## config.mk

```make
export PLATFORM = sky130hd
export DESIGN_NAME = mux_sel_arbiter_flat
export DESIGN_NICKNAME = d
export VERILOG_FILES = /design/src/rtl/mux_sel_arbiter_if.sv /design/src/rtl/mux_sel_arbiter.sv /design/src/flat_wrapper.sv
export SDC_FILE = /design/constraint.sdc
export NUM_CORES = 1
export LEC_CHECK = 0
export BUFFER_PORTS_ARGS = -buffer_cell sky130_fd_sc_hd__buf_2
export CELL_PAD_IN_SITES_DETAIL_PLACEMENT = 1
export CELL_PAD_IN_SITES_GLOBAL_PLACEMENT = 1
export CORE_ASPECT_RATIO = 1.1
export CORE_MARGIN = 4
export CORE_UTILIZATION = 34
export DETAILED_ROUTE_END_ITERATION = 10
export PLACE_DENSITY = 0.84
export SLEW_MARGIN = 20
export SYNTH_ARGS = -nofsm -noshare
export SYNTH_HDL_FRONTEND = slang
export SYNTH_SLANG_ARGS = --single-unit
```

## constraint.sdc

```tcl
create_clock -name clk -period 1.68 [get_ports clk]
set_input_delay 0.336 -clock clk [delete_from_list [all_inputs] [get_ports clk]]
set_output_delay 0.336 -clock clk [all_outputs]
set_load 0.01 [all_outputs]
```

## src/rtl/mux_sel_arbiter_if.sv

```systemverilog
// mux_sel_arbiter_if
//   Bundles the requester-facing bus of the mux_sel_arbiter.
//   master : requester side, drives req and the four data words, sees the results.
//   slave  : arbiter side, samples req/data and drives the grant and the output word.
// Signals
//   req       [3:0] level request per requester
//   data1..4  [4:0] word offered by requester 0..3
//   grant     [3:0] one-hot grant, 0 when idle
//   sel       [1:0] index of the current owner (mux select)
//   data_out  [4:0] registered mux output
//   out_valid       data_out holds a granted beat
//   expire          one-cycle pulse on a forced handover
interface mux_sel_arbiter_if;
  logic [3:0] req;
  logic [4:0] data1;
  logic [4:0] data2;
  logic [4:0] data3;
  logic [4:0] data4;
  logic [3:0] grant;
  logic [1:0] sel;
  logic [4:0] data_out;
  logic       out_valid;
  logic       expire;

  modport master (
    output req, data1, data2, data3, data4,
    input  grant, sel, data_out, out_valid, expire
  );

  modport slave (
    input  req, data1, data2, data3, data4,
    output grant, sel, data_out, out_valid, expire
  );
endinterface

```

## src/rtl/mux_sel_arbiter.sv

```systemverilog
// mux_sel_arbiter
//   Round-robin arbiter that shares one Mux5bit4to1 between four requesters.
//   The owner is granted one-hot, the mux select follows the owner, and the
//   selected word is registered together with a valid flag.
// Ports
//   clk  in  single clock, rising edge
//   rst  in  asynchronous active-low reset
//   bus  mux_sel_arbiter_if.slave (req, data1..4 in; grant, sel, data_out,
//        out_valid, expire out)
// Parameters
//   MAX_HOLD   beats an owner may keep the grant while others wait (1..255),
//              only meaningful with the timeout feature
//   RESET_PTR  last-winner pointer after reset (0..3); 3 puts req[0] first
// Build option
//   ARB_TIMEOUT_EN  when defined, an owner that holds MAX_HOLD beats while
//                   others are waiting is forced to hand over and expire
//                   pulses; when undefined the owner holds until it drops req
//                   and expire is tied low.

module Mux5bit4to1 (
  input  logic [4:0] data1,
  input  logic [4:0] data2,
  input  logic [4:0] data3,
  input  logic [4:0] data4,
  input  logic [1:0] sel,
  output logic [4:0] out
);
  always_comb begin
    out = data1;
    case (sel)
      2'd0: out = data1;
      2'd1: out = data2;
      2'd2: out = data3;
      2'd3: out = data4;
    endcase
  end
endmodule

module mux_sel_arbiter #(
  parameter int MAX_HOLD  = 8,
  parameter int RESET_PTR = 3
) (
  input  logic               clk,
  input  logic               rst,
  mux_sel_arbiter_if.slave   bus
);

  // Elaboration-time range guards on the configuration.
  if (MAX_HOLD < 1 || MAX_HOLD > 255) begin : g_bad_max_hold
    $error("mux_sel_arbiter: MAX_HOLD must be within 1..255");
  end
  if (RESET_PTR < 0 || RESET_PTR > 3) begin : g_bad_reset_ptr
    $error("mux_sel_arbiter: RESET_PTR must be within 0..3");
  end

  localparam logic [1:0] RST_PTR = 2'(RESET_PTR);

  typedef enum logic {IDLE, GRANT} state_t;

  state_t     state_reg;
  logic [3:0] grant_reg;
  logic [1:0] sel_reg;
  logic [4:0] data_out_reg;
  logic       out_valid_reg;
  logic [1:0] ptr_reg;

`ifdef ARB_TIMEOUT_EN
  localparam logic [7:0] HOLD_LAST = 8'(MAX_HOLD - 1);
  logic [7:0] hold_cnt_reg;
  logic       expire_reg;
`endif

  logic [4:0] mux_out;
  logic       beat;
  logic [3:0] others;
  logic [3:0] arb_cand;
  logic [1:0] arb_base;
  logic [1:0] next_owner;
  logic [3:0] next_onehot;

  Mux5bit4to1 u_mux (
    .data1 (bus.data1),
    .data2 (bus.data2),
    .data3 (bus.data3),
    .data4 (bus.data4),
    .sel   (sel_reg),
    .out   (mux_out)
  );

  // First set bit of cand, searching base+1, base+2, ... modulo 4.
  function automatic logic [1:0] arb_pick(input logic [3:0] cand, input logic [1:0] base);
    logic [1:0] pick;
    logic [1:0] idx;
    logic       found;
    pick  = base;
    found = 1'b0;
    for (int i = 1; i <= 4; i++) begin
      idx = base + 2'(i);
      if (!found && cand[idx]) begin
        pick  = idx;
        found = 1'b1;
      end
    end
    return pick;
  endfunction

  assign beat   = bus.req[sel_reg] & grant_reg[sel_reg];
  // grant is one-hot on sel, so this is req with the owner masked out.
  assign others = bus.req & ~grant_reg;

  // From IDLE the search starts after the stored last winner; during a
  // handover the outgoing owner becomes the last winner in the same edge, so
  // the search starts directly after sel.
  assign arb_cand   = (state_reg == IDLE) ? bus.req : others;
  assign arb_base   = (state_reg == IDLE) ? ptr_reg : sel_reg;
  assign next_owner = arb_pick(arb_cand, arb_base);

  genvar gi;
  for (gi = 0; gi < 4; gi++) begin : g_onehot
    assign next_onehot[gi] = (next_owner == 2'(gi));
  end

  always_ff @(posedge clk or negedge rst) begin
    if (!rst) begin
      state_reg     <= IDLE;
      grant_reg     <= 4'b0000;
      sel_reg       <= 2'd0;
      data_out_reg  <= 5'd0;
      out_valid_reg <= 1'b0;
      ptr_reg       <= RST_PTR;
`ifdef ARB_TIMEOUT_EN
      hold_cnt_reg  <= 8'd0;
      expire_reg    <= 1'b0;
`endif
    end else begin
      out_valid_reg <= beat;
      if (beat) begin
        data_out_reg <= mux_out;
      end
`ifdef ARB_TIMEOUT_EN
      expire_reg <= 1'b0;
`endif
      case (state_reg)
        IDLE: begin
`ifdef ARB_TIMEOUT_EN
          hold_cnt_reg <= 8'd0;
`endif
          if (|bus.req) begin
            state_reg <= GRANT;
            grant_reg <= next_onehot;
            sel_reg   <= next_owner;
          end
        end
        GRANT: begin
          if (bus.req[sel_reg]) begin
`ifdef ARB_TIMEOUT_EN
            if (hold_cnt_reg == HOLD_LAST && (|others)) begin
              // Forced handover; the old owner keeps req high and re-queues.
              ptr_reg      <= sel_reg;
              grant_reg    <= next_onehot;
              sel_reg      <= next_owner;
              hold_cnt_reg <= 8'd0;
              expire_reg   <= 1'b1;
            end else if (hold_cnt_reg != 8'hFF) begin
              hold_cnt_reg <= hold_cnt_reg + 8'd1;
            end
`endif
          end else begin
            ptr_reg <= sel_reg;
`ifdef ARB_TIMEOUT_EN
            hold_cnt_reg <= 8'd0;
`endif
            if (|others) begin
              // Back-to-back handover, no idle cycle in between.
              grant_reg <= next_onehot;
              sel_reg   <= next_owner;
            end else begin
              state_reg <= IDLE;
              grant_reg <= 4'b0000;
            end
          end
        end
        default: state_reg <= IDLE;
      endcase
    end
  end

  assign bus.grant     = grant_reg;
  assign bus.sel       = sel_reg;
  assign bus.data_out  = data_out_reg;
  assign bus.out_valid = out_valid_reg;
`ifdef ARB_TIMEOUT_EN
  assign bus.expire    = expire_reg;
`else
  assign bus.expire    = 1'b0;
`endif

endmodule
```

## src/flat_wrapper.sv

```systemverilog
// flat-port wrapper written by rule: the top's interface ports become plain ports
module mux_sel_arbiter_flat 
#(
  parameter int MAX_HOLD  = 8,
  parameter int RESET_PTR = 3
)
  (clk, rst, bus_req, bus_data1, bus_data2, bus_data3, bus_data4, bus_grant, bus_sel, bus_data_out, bus_out_valid, bus_expire);
  mux_sel_arbiter_if bus_i ();
  input  logic clk;
  input  logic rst;
  input wire logic [$bits(bus_i.req)-1:0] bus_req;
  input wire logic [$bits(bus_i.data1)-1:0] bus_data1;
  input wire logic [$bits(bus_i.data2)-1:0] bus_data2;
  input wire logic [$bits(bus_i.data3)-1:0] bus_data3;
  input wire logic [$bits(bus_i.data4)-1:0] bus_data4;
  output wire logic [$bits(bus_i.grant)-1:0] bus_grant;
  output wire logic [$bits(bus_i.sel)-1:0] bus_sel;
  output wire logic [$bits(bus_i.data_out)-1:0] bus_data_out;
  output wire logic [$bits(bus_i.out_valid)-1:0] bus_out_valid;
  output wire logic [$bits(bus_i.expire)-1:0] bus_expire;
  assign bus_i.req = bus_req;
  assign bus_i.data1 = bus_data1;
  assign bus_i.data2 = bus_data2;
  assign bus_i.data3 = bus_data3;
  assign bus_i.data4 = bus_data4;
  assign bus_grant = bus_i.grant;
  assign bus_sel = bus_i.sel;
  assign bus_data_out = bus_i.data_out;
  assign bus_out_valid = bus_i.out_valid;
  assign bus_expire = bus_i.expire;
  mux_sel_arbiter #(.MAX_HOLD(MAX_HOLD), .RESET_PTR(RESET_PTR)) u_core (.clk(clk), .rst(rst), .bus(bus_i));
endmodule
```

* Word-level counts from Yosys, hierarchy flattened *
Index checks and enable logic that the tools add are counted.

cells by class
  add/subtract/negate cells = 3
  $lt $le $gt $ge = 5
  eq/ne operators = 9
  mux-type cells = 34
  bitwise operators = 5
  reduce and logical (&&, ||, !) cells = 13

operators with widths
  cell                                                                           number
  5-bit case mux with 4 select lines                                             1
  2-bit 2-to-1 mux                                                               8
  4-bit 2-to-1 mux                                                               4
  2-bit by 3-bit less-than comparator with 1-bit output (second input constant)  5
  1-bit binary-select mux with 2-bit select                                      6
  1-bit 2-to-1 mux                                                               12
  2-bit == test (second input constant)                                          4
  4-bit case mux with 2 select lines                                             1
  4-bit OR reduction                                                             2
  2-bit != test (second input constant)                                          3
  2-bit adder (second input constant)                                            2
  4-bit bitwise AND                                                              1
  2-bit by 1-bit == test with 1-bit output (second input constant)               2
  2-bit zero test                                                                2
  4-bit inverter                                                                 1
  2-bit case mux with 2 select lines                                             1
  2-bit AND reduction                                                            2
  1-bit logical AND                                                              3
  1-bit zero test                                                                3
  3-bit AND reduction                                                            1
  2-bit by 1-bit adder with 2-bit output (second input constant)                 1
  1-bit inverter                                                                 2
  1-bit case mux with 2 select lines                                             1
  1-bit bitwise AND                                                              1

word-level totals
  flip-flop bits (word level) = 15
  bits of input ports = 26

* Longest topological paths before layout *
  depth after elaboration = 19
  depth in mapped cells = 6
  mapped depth without buffers = 5

* By module *
Synthesis repeated with hierarchy kept, for this count alone.

second synthesis, totals
  cell total of the unflattened synthesis = 84
  area total of the unflattened synthesis = 980.9 sq um

modules (own cells, without submodules)
  module           times used  cells each  area an instance (sq um)  sequential area each (sq um)
  mux_sel_arbiter  1           78          857.1                     377.9
  Mux5bit4to1      1           6           123.9                     0.0

* Least setup slack after synthesis *
No wires, ideal clock.

  kind = register to register
  start point = register u_core.sel_reg[1] (netlist: u_core.bus.sel[1])
  end point = register u_core.data_out_reg[0] (netlist: u_core.bus.data_out[0])
  library setup time = 125 ps
  arrival = 1,598 ps
  setup slack = -43 ps
  stages on the path, launching flop included = 5
  clock period less this slack = 1,723 ps
  cell sequence = dfrtp_1 buf_6 mux4_2 nand2_1 mux2_2

between the ends
  cells in the longest elaborated chain, start to end = 3
  elaborated cells on any way between the ends = 10
  classes of those cells = 3 x eq/ne; 5 x mux; 1 x bitwise; 1 x reduce/logical

RTL lines
  element                                    line                    text
  start: declaration                         mux_sel_arbiter.sv:62   logic [1:0] sel_reg;
  start signal: assignment                   mux_sel_arbiter.sv:151  sel_reg <= next_owner;
  start signal: assignment                   mux_sel_arbiter.sv:176  sel_reg <= next_owner;
  1-bit binary-select mux with 2-bit select  mux_sel_arbiter.sv:107  assign beat = bus.req[sel_reg] & grant_reg[sel_reg];
  1-bit 2-to-1 mux (not written as such)     mux_sel_arbiter.sv:107
  1-bit bitwise AND                          mux_sel_arbiter.sv:107
  end signal: assignment                     mux_sel_arbiter.sv:138  data_out_reg <= mux_out;
  end: declaration                           mux_sel_arbiter.sv:63   logic [4:0] data_out_reg;

Parallel ways exist; a longest one is shown, timed or not. The select of a mux whose other input is x is not followed.
A chain may end at the register's enable or synchronous reset.

* Final worst setup path *
  start point = register u_core.state_reg
  end point = register u_core.grant_reg[3] (netlist: u_core.bus.grant[3])

between the ends
  cells in the longest elaborated chain, start to end = 18
  elaborated cells on any way between the ends = 35
  classes of those cells = 3 x add/sub; 3 x eq/ne; 21 x mux; 1 x bitwise; 7 x reduce/logical

RTL lines
  element                                    line                    text
  start: declaration                         mux_sel_arbiter.sv:60   state_t state_reg;
  start signal: assignment                   mux_sel_arbiter.sv:125  state_reg <= IDLE;
  start signal: assignment                   mux_sel_arbiter.sv:149  state_reg <= GRANT;
  start signal: assignment                   mux_sel_arbiter.sv:178  state_reg <= IDLE;
  2-bit 2-to-1 mux                           mux_sel_arbiter.sv:115  assign arb_base = (state_reg == IDLE) ? ptr_reg : sel_reg;
  2-bit by 1-bit adder with 2-bit output     mux_sel_arbiter.sv:98   idx = base + 2'(i);
  1-bit binary-select mux with 2-bit select  mux_sel_arbiter.sv:99   if (!found && cand[idx]) begin
  1-bit 2-to-1 mux (not written as such)     mux_sel_arbiter.sv:99
  1-bit 2-to-1 mux                           mux_sel_arbiter.sv:99
  1-bit zero test                            mux_sel_arbiter.sv:99
  1-bit logical AND                          mux_sel_arbiter.sv:99
  1-bit 2-to-1 mux                           mux_sel_arbiter.sv:99
  [2 not listed]                             n/a
  1-bit 2-to-1 mux                           mux_sel_arbiter.sv:99
  1-bit zero test                            mux_sel_arbiter.sv:99
  1-bit logical AND                          mux_sel_arbiter.sv:99
  2-bit 2-to-1 mux                           mux_sel_arbiter.sv:99
  2-bit == test                              mux_sel_arbiter.sv:120  assign next_onehot[gi] = (next_owner == 2'(gi));
  4-bit 2-to-1 mux                           mux_sel_arbiter.sv:173  if (|others) begin
  4-bit 2-to-1 mux                           mux_sel_arbiter.sv:155  if (bus.req[sel_reg]) begin
  4-bit case mux with 2 select lines         mux_sel_arbiter.sv:143  case (state_reg)
  end signal: assignment                     mux_sel_arbiter.sv:150  grant_reg <= next_onehot;
  end signal: assignment                     mux_sel_arbiter.sv:175  grant_reg <= next_onehot;
  end: declaration                           mux_sel_arbiter.sv:61   logic [3:0] grant_reg;

Parallel ways exist; a longest one is shown, timed or not. The select of a mux whose other input is x is not followed.

==> qor.csv <==
stage,metric,value,unit
status,run_status,"complete, but fails checks",
status,violated_checks,setup timing,
critical_path,critical_path_class,reg2reg,
critical_path,timing.critical_path.fanout_max,5,
power_and_ir_drop,comb_power_share,60.6,%
final_layout,largest_reg_flops,5,
final_layout,area_growth,38.0,%
grt,antenna_found_initial,0,
sta,post-route-period-util,102,%
critical_path,delay_of_the_slowest_cell_on_the_worst_path,0.45,ns
route,wl_per_cell,18.3,um
grt,grt_pass1_wl,4520,um
critical_path,cp_top_family,multiplexers,
final_layout,final_cell_count_no_fill,160,
run,max-cap-violations,0,
critical_path,critical_path.n_buffers_inverters,0,
cts,clockBufferDepth,2,
die,core_area,2830,um^2
critical_path,timing.critical_path.arrival,1.92,ns
placed_design,hpwl_after_detailed_placement,2300,um
power_and_ir_drop,netSwitchingPower,0.952,mW
sta,final_worst_setup_slack,-0.0402,ns
final_layout,nNetsFinal,154,
final_layout,commonest_cells_after_routing_fill_and_taps_aside,"sky130_fd_sc_hd__buf_2 (37), sky130_fd_sc_hd__buf_4 (15), sky130_fd_sc_hd__mux2_2 (8)",
power_and_ir_drop,power_density,1740,nW/um^2
grt,pin_count_of_the_biggest_net_entering_global_routing,16,
power_and_ir_drop,pwr-share-clk,9.3,%
sta,clock.fmax,0.581,GHz
route,drt_pre_antenna_iters,4,
final_layout,fill_cells,306,
grt,global_route.overflow_total,0,
sta,holdWs,0.457,ns
synth,synth_warnings,0,
hold_path,hold_class,in2async,
cts,clock_tree_from_tritoncts,done,
synth,synthDistinctLibCells,33,
synth,synth_async_sr_flop_share,100,%
sta,finalSetupViolCount,3,
cts,clockRootBuffer,sky130_fd_sc_hd__clkbuf_4,
cts,htree_num_levels,1,
critical_path,worst_setup_path_end_kind,flip-flop,
route,drc_errors,0,
final_layout,final_layout_size_suffix_gt1_share,71.7,%
synth,synth_fp_nets,100,
die,floorplan.die_area,3930,um^2
synth,synth_edf_count,0,
power_and_ir_drop,power_frac_seq,30.2,%
die,design.portCount,39,
power_and_ir_drop,overall_power,2.44,mW
die,start_util,36.0,%
synth,yosys_register_bits,15,
sta,period_minus_slack,1.72,ns
synth,ys.flop_type,sky130_fd_sc_hd__dfrtp_1,
sta,number_of_slew_limit_violations_in_the_final_report,0,
cts,cts.reportedPaths.clkPinSlew,0.10,ns
sta,tns,-0.0656,ns
power_and_ir_drop,p_int,1.48,mW
cts,clock_sink_count,15,
sta,hold_viol,0,
power_and_ir_drop,power.switching_fraction,39.1,%
synth,syn_inst,74,
critical_path,cpMaxStageDelayCell,sky130_fd_sc_hd__dfrtp_2,
cts,numCtsBuffers,3,
route,post_drt_via_cell_ratio,5.43,
placed_design,numPortBuffers,37,
route,detail_route.wirelength,2930,um
placed_design,finalWeightedCongestion,0.819,
critical_path,cp_cell_sequence,"mux2i_2, mux2i_1, o32a_1, o21ai_0, a22o_1",
final_layout,layout.cells.most_common,sky130_fd_sc_hd__buf_2,
grt,grt_pass1_vias,971,
power_and_ir_drop,power.ir.vdd_worst,934,uV
sta,rsz_0062_raised_after_global_routing,yes,
power_and_ir_drop,leakagePower,0.692,nW
final_layout,antenna_cells_inserted,0,
synth,synth_seq_area_share,37.1,%
synth,syn_std_cell_area,1020,um^2
route,routed-via-count,869,
cts,clock_insertion_delay_worst_skew,0.30,ns
die,chipHeight,65.4,um
critical_path,critPathLaunchType,flip-flop,
synth,postSynthAreaPerCell,13.7,um^2
grt,grtUsageTotal,15.6,%
die,die-width,60.2,um
sta,final.setup_skew,0.00130,ns
critical_path,worstPathRequired,1.88,ns
die,rows,20,
route,ant_nets,0,
route,initialDrtViolationCount,11,
placed_design,dp_cells,152,
## timing repair
action	CTS	global route
pin swaps	2	0
setup buffers	1	2
endpoints found under the setup margin	10	11
gates resized for setup	6	11
hold buffers	1	0
endpoints found under the hold margin	13	0
cloned	0	0
## worst paths after layout
path	start	to	slack, ns	cells after the start
max	u_core.state_reg	u_core.bus.grant[3]	-0.04	5
min	rst	u_core.bus.grant[1]	0.46	2
max reg2reg	u_core.state_reg	u_core.bus.grant[3]	-0.04	5
min reg2reg	u_core.bus.data_out[4]	u_core.bus.data_out[4]	0.52	1
max in group asynchronous	rst	u_core.ptr_reg[1]	0.92	2
min in group clk	bus_data1[1]	u_core.bus.data_out[1]	0.47	3
## power by group through the flow
stage               registers, mW  clock network (mW)  logic (mW)
CTS                         0.721               0.232        1.41
finish                      0.734               0.226        1.48
detailed placement          0.721                   0        1.38
floorplan                   0.709                   0       0.915
global placement            0.708                   0        1.33
global route                0.757               0.243        1.60
## synthesized netlist by cell type (2+ instances only)
| library cell | number | area, um^2 |
|---|---|---|
| sky130_fd_sc_hd__mux2i_1 | 3 | 30.0 |
| sky130_fd_sc_hd__nand2_1 | 2 | 7.51 |
| sky130_fd_sc_hd__a21boi_0 | 3 | 22.5 |
| sky130_fd_sc_hd__a22o_1 | 4 | 35.0 |
| sky130_fd_sc_hd__mux2_2 | 8 | 90.1 |
| sky130_fd_sc_hd__o21ai_0 | 2 | 10.0 |
| sky130_fd_sc_hd__mux4_1 | 6 | 158 |
| sky130_fd_sc_hd__dfrtp_1 | 13 | 325 |
| sky130_fd_sc_hd__buf_6 | 2 | 22.5 |
| sky130_fd_sc_hd__nor2_2 | 2 | 12.5 |
| sky130_fd_sc_hd__dfstp_2 | 2 | 52.6 |
| sky130_fd_sc_hd__and2b_2 | 2 | 17.5 |
| sky130_fd_sc_hd__a21o_2 | 2 | 17.5 |
| sky130_fd_sc_hd__a21oi_1 | 2 | 10.0 |
| sky130_fd_sc_hd__inv_1 | 3 | 11.3 |
## routing by layer
layer | track usage [%] | wire length (um)
met1 | 17.2 | 1050
met2 | 27.2 | 1580
met3 | 3.93 | 246
met4 | 7.48 | 50
met5 | 0 | 0
## layout make-up
cell class / count / area, um^2 / area share (%)
well taps: 33 / 41.3 / 2.94
inverters: 3 / 11.3 / 0.802
flip-flops and latches: 15 / 385 / 27.5
clock inverters: 1 / 5.00 / 0.357
clock buffers: 3 / 22.5 / 1.60
multi-input cells: 52 / 631 / 44.9
repair buffers: 53 / 308 / 21.9
## kinds of logic after synthesis
logic type / after synthesis / share of synthesized area (%)
AOI/OAI and AO/OA: 21 / 18.7
buffers and inverters: 7 / 4.55
DFF: 15 / 37.1
muxes: 19 / 30.9
other: 1 / 0.369
and+or+nand+nor: 11 / 8.36
## through the flow
step	cell area, um^2	worst slack (ns)	util [%]
after global placement	1300	-0.0441	46.0
after floorplan	1020	-0.00226	-
after global routing	1400	-0.125	49.6
final	1400	-0.0402	49.6
after detailed placement	1300	-0.123	46.0
after CTS	1350	-0.00371	47.8
No activity file was read; power rests on OpenSTA's default activity.
